**src/rtl/key_pkg.sv**
```systemverilog
// Shared constants and FSM state type for the piano key arbiter.
// The pixel path consumes these through key_arbiter's parameters.
package key_pkg;
  localparam int NUM_KEYS     = 48;
  localparam int IDX_W        = 6;
  localparam int NONE_IDX     = 63;
  localparam int KEYS_PER_OCT = 12;

  typedef enum logic [0:0] {
    IDLE = 1'b0,
    HELD = 1'b1
  } key_state_t;
endpackage

```
**src/rtl/lowest_set_enc.sv**
```systemverilog
// Lowest-set-bit encoder: returns the index of the lowest 1 in vec plus an any-set flag.
// The index output is 0 when no bit is set; callers qualify it with any.
module lowest_set_enc
  import key_pkg::*;
#(
  parameter int NUM_KEYS = key_pkg::NUM_KEYS,
  parameter int IDX_W    = key_pkg::IDX_W
) (
  input  logic [NUM_KEYS-1:0] vec,
  output logic [IDX_W-1:0]    idx,
  output logic                any
);

  // Scan from the top down so the lowest set bit is the last one written.
  always_comb begin
    idx = {IDX_W{1'b0}};
    any = 1'b0;
    for (int i = NUM_KEYS - 1; i >= 0; i--) begin
      idx = vec[i] ? IDX_W'(i) : idx;
      any = any | vec[i];
    end
  end

endmodule

```
**src/rtl/key_arbiter.sv**
```systemverilog
// Picks one held piano key (newest press wins, lowest index on ties) and
// commits it to the pixel generator once per frame at frame_start.
module key_arbiter
  import key_pkg::*;
#(
  parameter int NUM_KEYS = key_pkg::NUM_KEYS,
  parameter int IDX_W    = key_pkg::IDX_W,
  parameter int NONE_IDX = key_pkg::NONE_IDX
) (
  input  logic                clk2,
  input  logic                rst,
  input  logic [NUM_KEYS-1:0] key_down,
  input  logic                frame_start,
  output logic [IDX_W-1:0]    arbiter,
  output logic                key_valid,
  output logic                changed
);

  logic [NUM_KEYS-1:0] key_prev;
  logic [IDX_W-1:0]    sel;
  key_state_t          state;

  logic [NUM_KEYS-1:0] press_s;
  logic [NUM_KEYS-1:0] sel_mask_s;
  logic [IDX_W-1:0]    press_idx_s;
  logic [IDX_W-1:0]    down_idx_s;
  logic                press_any_s;
  logic                down_any_s;
  logic                sel_held_s;
  logic                sel_valid_s;

  assign press_s     = key_down & ~key_prev;
  // A NONE_IDX selection shifts the bit out entirely, so the mask is empty.
  assign sel_mask_s  = {{(NUM_KEYS-1){1'b0}}, 1'b1} << sel;
  assign sel_held_s  = |(key_down & sel_mask_s);
  assign sel_valid_s = (state == HELD);

  lowest_set_enc #(
    .NUM_KEYS (NUM_KEYS),
    .IDX_W    (IDX_W)
  ) u_press_enc (
    .vec (press_s),
    .idx (press_idx_s),
    .any (press_any_s)
  );

  lowest_set_enc #(
    .NUM_KEYS (NUM_KEYS),
    .IDX_W    (IDX_W)
  ) u_down_enc (
    .vec (key_down),
    .idx (down_idx_s),
    .any (down_any_s)
  );

  // Selection FSM plus frame-synchronous commit of the selection to the outputs.
  always_ff @(posedge clk2 or posedge rst) begin
    if (rst) begin
      key_prev  <= {NUM_KEYS{1'b0}};
      state     <= IDLE;
      sel       <= IDX_W'(NONE_IDX);
      arbiter   <= IDX_W'(NONE_IDX);
      key_valid <= 1'b0;
      changed   <= 1'b0;
    end else begin
      key_prev <= key_down;

      case (state)
        IDLE: begin
          if (press_any_s) begin
            state <= HELD;
            sel   <= press_idx_s;
          end else begin
            state <= IDLE;
            sel   <= IDX_W'(NONE_IDX);
          end
        end
        HELD: begin
          if (press_any_s) begin
            state <= HELD;
            sel   <= press_idx_s;
          end else if (sel_held_s) begin
            state <= HELD;
            sel   <= sel;
          end else if (down_any_s) begin
            state <= HELD;
            sel   <= down_idx_s;
          end else begin
            state <= IDLE;
            sel   <= IDX_W'(NONE_IDX);
          end
        end
        default: begin
          state <= IDLE;
          sel   <= IDX_W'(NONE_IDX);
        end
      endcase

      // Commit uses the pre-edge selection, so a key edge needs one extra cycle.
      if (frame_start) begin
        arbiter   <= sel;
        key_valid <= sel_valid_s;
        changed   <= (sel != arbiter) || (sel_valid_s != key_valid);
      end else begin
        arbiter   <= arbiter;
        key_valid <= key_valid;
        changed   <= 1'b0;
      end
    end
  end

endmodule

```
**config.mk**
```make
export PLATFORM = sky130hd
export DESIGN_NAME = key_arbiter
export DESIGN_NICKNAME = d
export VERILOG_FILES = /design/src/rtl/key_pkg.sv /design/src/rtl/lowest_set_enc.sv /design/src/rtl/key_arbiter.sv
export SDC_FILE = /design/constraint.sdc
export NUM_CORES = 1
export LEC_CHECK = 0
export ABC_AREA = 1
export BUFFER_PORTS_ARGS = -buffer_cell sky130_fd_sc_hd__buf_2
export CAP_MARGIN = 20
export CORE_MARGIN = 4
export CORE_UTILIZATION = 52
export DETAILED_ROUTE_END_ITERATION = 8
export GPL_ROUTABILITY_DRIVEN = 0
export PLACE_DENSITY = 0.83
export SETUP_SLACK_MARGIN = 0.1
export SLEW_MARGIN = 20
export SYNTH_ARGS = -nofsm -noshare
export SYNTH_HDL_FRONTEND = slang
export SYNTH_SLANG_ARGS = --single-unit
```
**constraint.sdc**
```tcl
create_clock -name clk2 -period 2.91 [get_ports clk2]
set_input_delay 0.582 -clock clk2 [delete_from_list [all_inputs] [get_ports clk2]]
set_output_delay 0.582 -clock clk2 [all_outputs]
set_load 0.01 [all_outputs]
```
==> summary.txt <==
Outcome
  • Status: finished with violations
  • Failing checks: negative setup slack

Floorplan
  • DIE AREA: 8800 um2
  • Initial core utilization: 53.1%
  • Core area: slightly above 7000 um2
  • Height of the die: between 90 and 100 um
  • # rows: 31
  • IO Count: just under 60
  • Die Wd: approximately 94 um

Power and ir drop
  • Total Power: 2080 uW
  • VDD IR max: 326 uV
  • PD cells: ~440 nW/um2
  • Leak pwr: roughly 0.0025 uW

Cells and area
  • Reg area: between 1500 and 2000 um2
  • Core Util, Final: approximately two thirds
  • Fraction of layout cells with a size suffix above 1: a little over a quarter
  • Layout area overhead: 22.5%
  • Nets: 715
  • Fillers: just over 600
  • Ant. Diodes: 0
  • Layout Cells excl Fill: ~770
  • Area taken by multi-input logic gates: roughly 2000 um2

Routing
  • Drt first pass iters: 7
  • Initial DRC Count: between 500 and 600
  • Vias/cell: 5.29
  • Vias post-DR: 4061
  • Routed WL per cell: between 10 and 15 um
  • Residual DRC: 0
  • Post-Route WL: about 11000 um
  • ANT nets after route: 0

Clocking
  • Post-CTS setup buffers: 0
  • # clock sinks: 63
  • TritonCTS clock tree: done
  • CTS buffer count: 9
  • Htree depth: 3
  • Root Buffer: clkbuf_8
  • CTS Buffer Depth: 2
  • Cts hold-fix bufs: 0
  • Clock Pin Slew Worst Setup and Hold Paths: ~0.070 ns
  • Worst skew pair latency: 0.35 ns

Placed design
  • Port bufs: 58
  • Placed cell count: 752
  • Final HPWL DP: about 8400 um

Critical path
  • CP most frequent cell: nand2_1
  • Setup CP Type: in2reg
  • CP delay by family, top: simple AND/OR/NAND/NOR gates
  • Crit end category: flip-flop
  • Slowest CP cell: or2_4
  • Worst Path Required: approximately 3.2 ns
  • Crit Path Max Fanout: 3
  • CP bufs+invs: 2
  • Setup crit start kind: primary input
  • Worst path max stage delay: 0.24 ns
  • WP data arrival: between 3 and 4 ns

Logic synthesis
  • Yosys Warn Count: 0
  • Avg Synthesized Cell Area: between 6 and 7 um2
  • Synthesized Nets: between 600 and 700
  • Ys async rst share: 100%
  • Mapped Area: 3830 um2
  • Post-synthesis cell type count: 34
  • Ys flop type: dfrtp_1
  • Post-synth EDFFs: 0
  • Register area share after synthesis: roughly two fifths
  • Syn Inst Count: approximately 560
  • Yosys reg bits: 63

Timing
  • Worst slew pin tran: about 0.8 ns
  • Fmax: 325 MHz
  • Final WS setup: -0.166 ns
  • Worst Skew: 0.0147 ns
  • Slew Viols, Final: 0
  • Setup TNS: -0.166 ns
  • Final setup fails: 1
  • Max_slew headroom: a little under half
  • Share of the clock period used by the worst path: 106%
  • Final Critical Period: around 3.1 ns
  • RSZ-0062 raised after global routing: yes
  • Final Hold Viols: 0

GRT
  • Vias in the first global route: between 4000 and 5000
  • Global-route wire length before repair: roughly 18000 um
  • Initial antenna violation count: 0
  • Largest net degree at the start of global routing: 39
  • Grt ovf: 0
  • GR Util All Layers: 25.8%

Flow run
  • Max-capacitance violation count: 0

Min path
  • HP Class: in2reg
[cell usage after synthesis (all sizes together), types with 2 or more instances]
master,count,area (um2)
inv,66,248
o22ai,7,43.8
nor4,5,31.3
o21bai,2,15.0
a21oi,4,23.8
clkinv,3,11.3
dfrtp,51,1280
xnor2,5,43.8
buf,2,7.51
nor2,87,327
o311ai,3,26.3
dfstp,12,315
o31ai,3,22.5
o2111ai,2,17.5
a31oi,3,18.8
nand3,14,70.1
nand2,197,742
o21ai,25,125
clkbuf,2,7.51
or2,46,300
nor3,10,50.1
a221oi,3,26.3
nand4,5,31.3
[flip-flops by register name, summed over array words and instances, names as in the netlist]
register / count
key_valid: 1
sel_valid_s: 1
changed: 1
sel: 6
key_prev: 48
arbiter: 6
[what timing repair did]
item | 4_1_cts | 5_1_grt
endpoints found under the setup margin | 2 | 4
gates resized for setup | 5 | 3
gates cloned | 0 | 0
pin swaps | 5 | 3
[path summary, 6_finish.rpt]
path                                   startpoint                endpoint  slack (ns)  cells past startpoint
max                                  key_down[45]      sel[0]$_DFFE_PP1P_       -0.17                     52
min                                  key_down[35]  key_prev[35]$_DFF_PP0_        0.36                      1
max reg2reg                key_prev[45]$_DFF_PP0_      sel[0]$_DFFE_PP1P_       -0.16                     50
min reg2reg                    sel[5]$_DFFE_PP1P_  arbiter[5]$_DFFE_PP1P_        0.50                      2
max in group asynchronous                     rst   key_prev[7]$_DFF_PP0_        1.78                      3
min in group asynchronous                     rst  key_prev[35]$_DFF_PP0_        0.38                      2
[cell type report]
type                    instances  share of cell area (%)
clock buffers                  15                    3.33
flip-flops and latches         63                    33.9
repair buffers                 94                    12.2
clock inverters                 1                   0.107
well taps                      99                    2.64
multi-input cells             427                    42.3
inverters                      69                    5.52
[metrics by stage]
| stage | worst slack [ns] | instance area, um2 | hold slack (ns) |
|---|---|---|---|
| global placement | -0.508 | 4500 | 0.479 |
| finish | -0.166 | 4690 | 0.362 |
| global route | -0.656 | 4690 | 0.367 |
| CTS | -0.181 | 4680 | 0.366 |
| detailed placement | -0.556 | 4500 | 0.500 |
| floorplan | -0.0563 | 3830 | 0.465 |
[power by group]
part	switching, uW	leakage, uW	internal (uW)	total, uW
Sequential	23.5	0.000715	933	957
Combinational	272	0.00166	181	453
Clock	333	0.0000817	333	666
[metal layers]
metal | track usage (%) | vias up | share of wire, %
met5 | 0 | - | 0
met4 | 9.99 | 0 | 2.9
met3 | 7.69 | 39 | 9.9
met2 | 41.3 | 220 | 46
met1 | 32.6 | 1822 | 42
li1 | - | 1980 | -
[cell families (layout without fill, tap and decap cells)]
logic type / after synthesis / count (layout) / synth area share (%)
and+or+nand+nor: 364 / 364 / 40.5
buffers and inverters: 73 / 179 / 7.16
DFF: 63 / 63 / 41.6
AOI/OAI and AO/OA: 58 / 58 / 9.61
xor gates and xnor gates: 5 / 5 / 1.14
[layout by cell type (no fill, tap or decap), drive strengths merged, types with 3 or more instances in the layout]
cell    synthesis  final
dfstp          12     12
nand3          14     14
or2            46     46
clkbuf          2     15
a31oi           3      3
o21ai          25     25
xnor2           5      5
nor3           10     10
clkinv          3      4
o31ai           3      3
buf             2     94
a21oi           4      4
dfrtp          51     51
nand2         197    197
a221oi          3      3
nor2           87     87
nor4            5      5
o22ai           7      7
inv            66     66
o311ai          3      3
nand4           5      5
(Power assumes the default switching activity.)
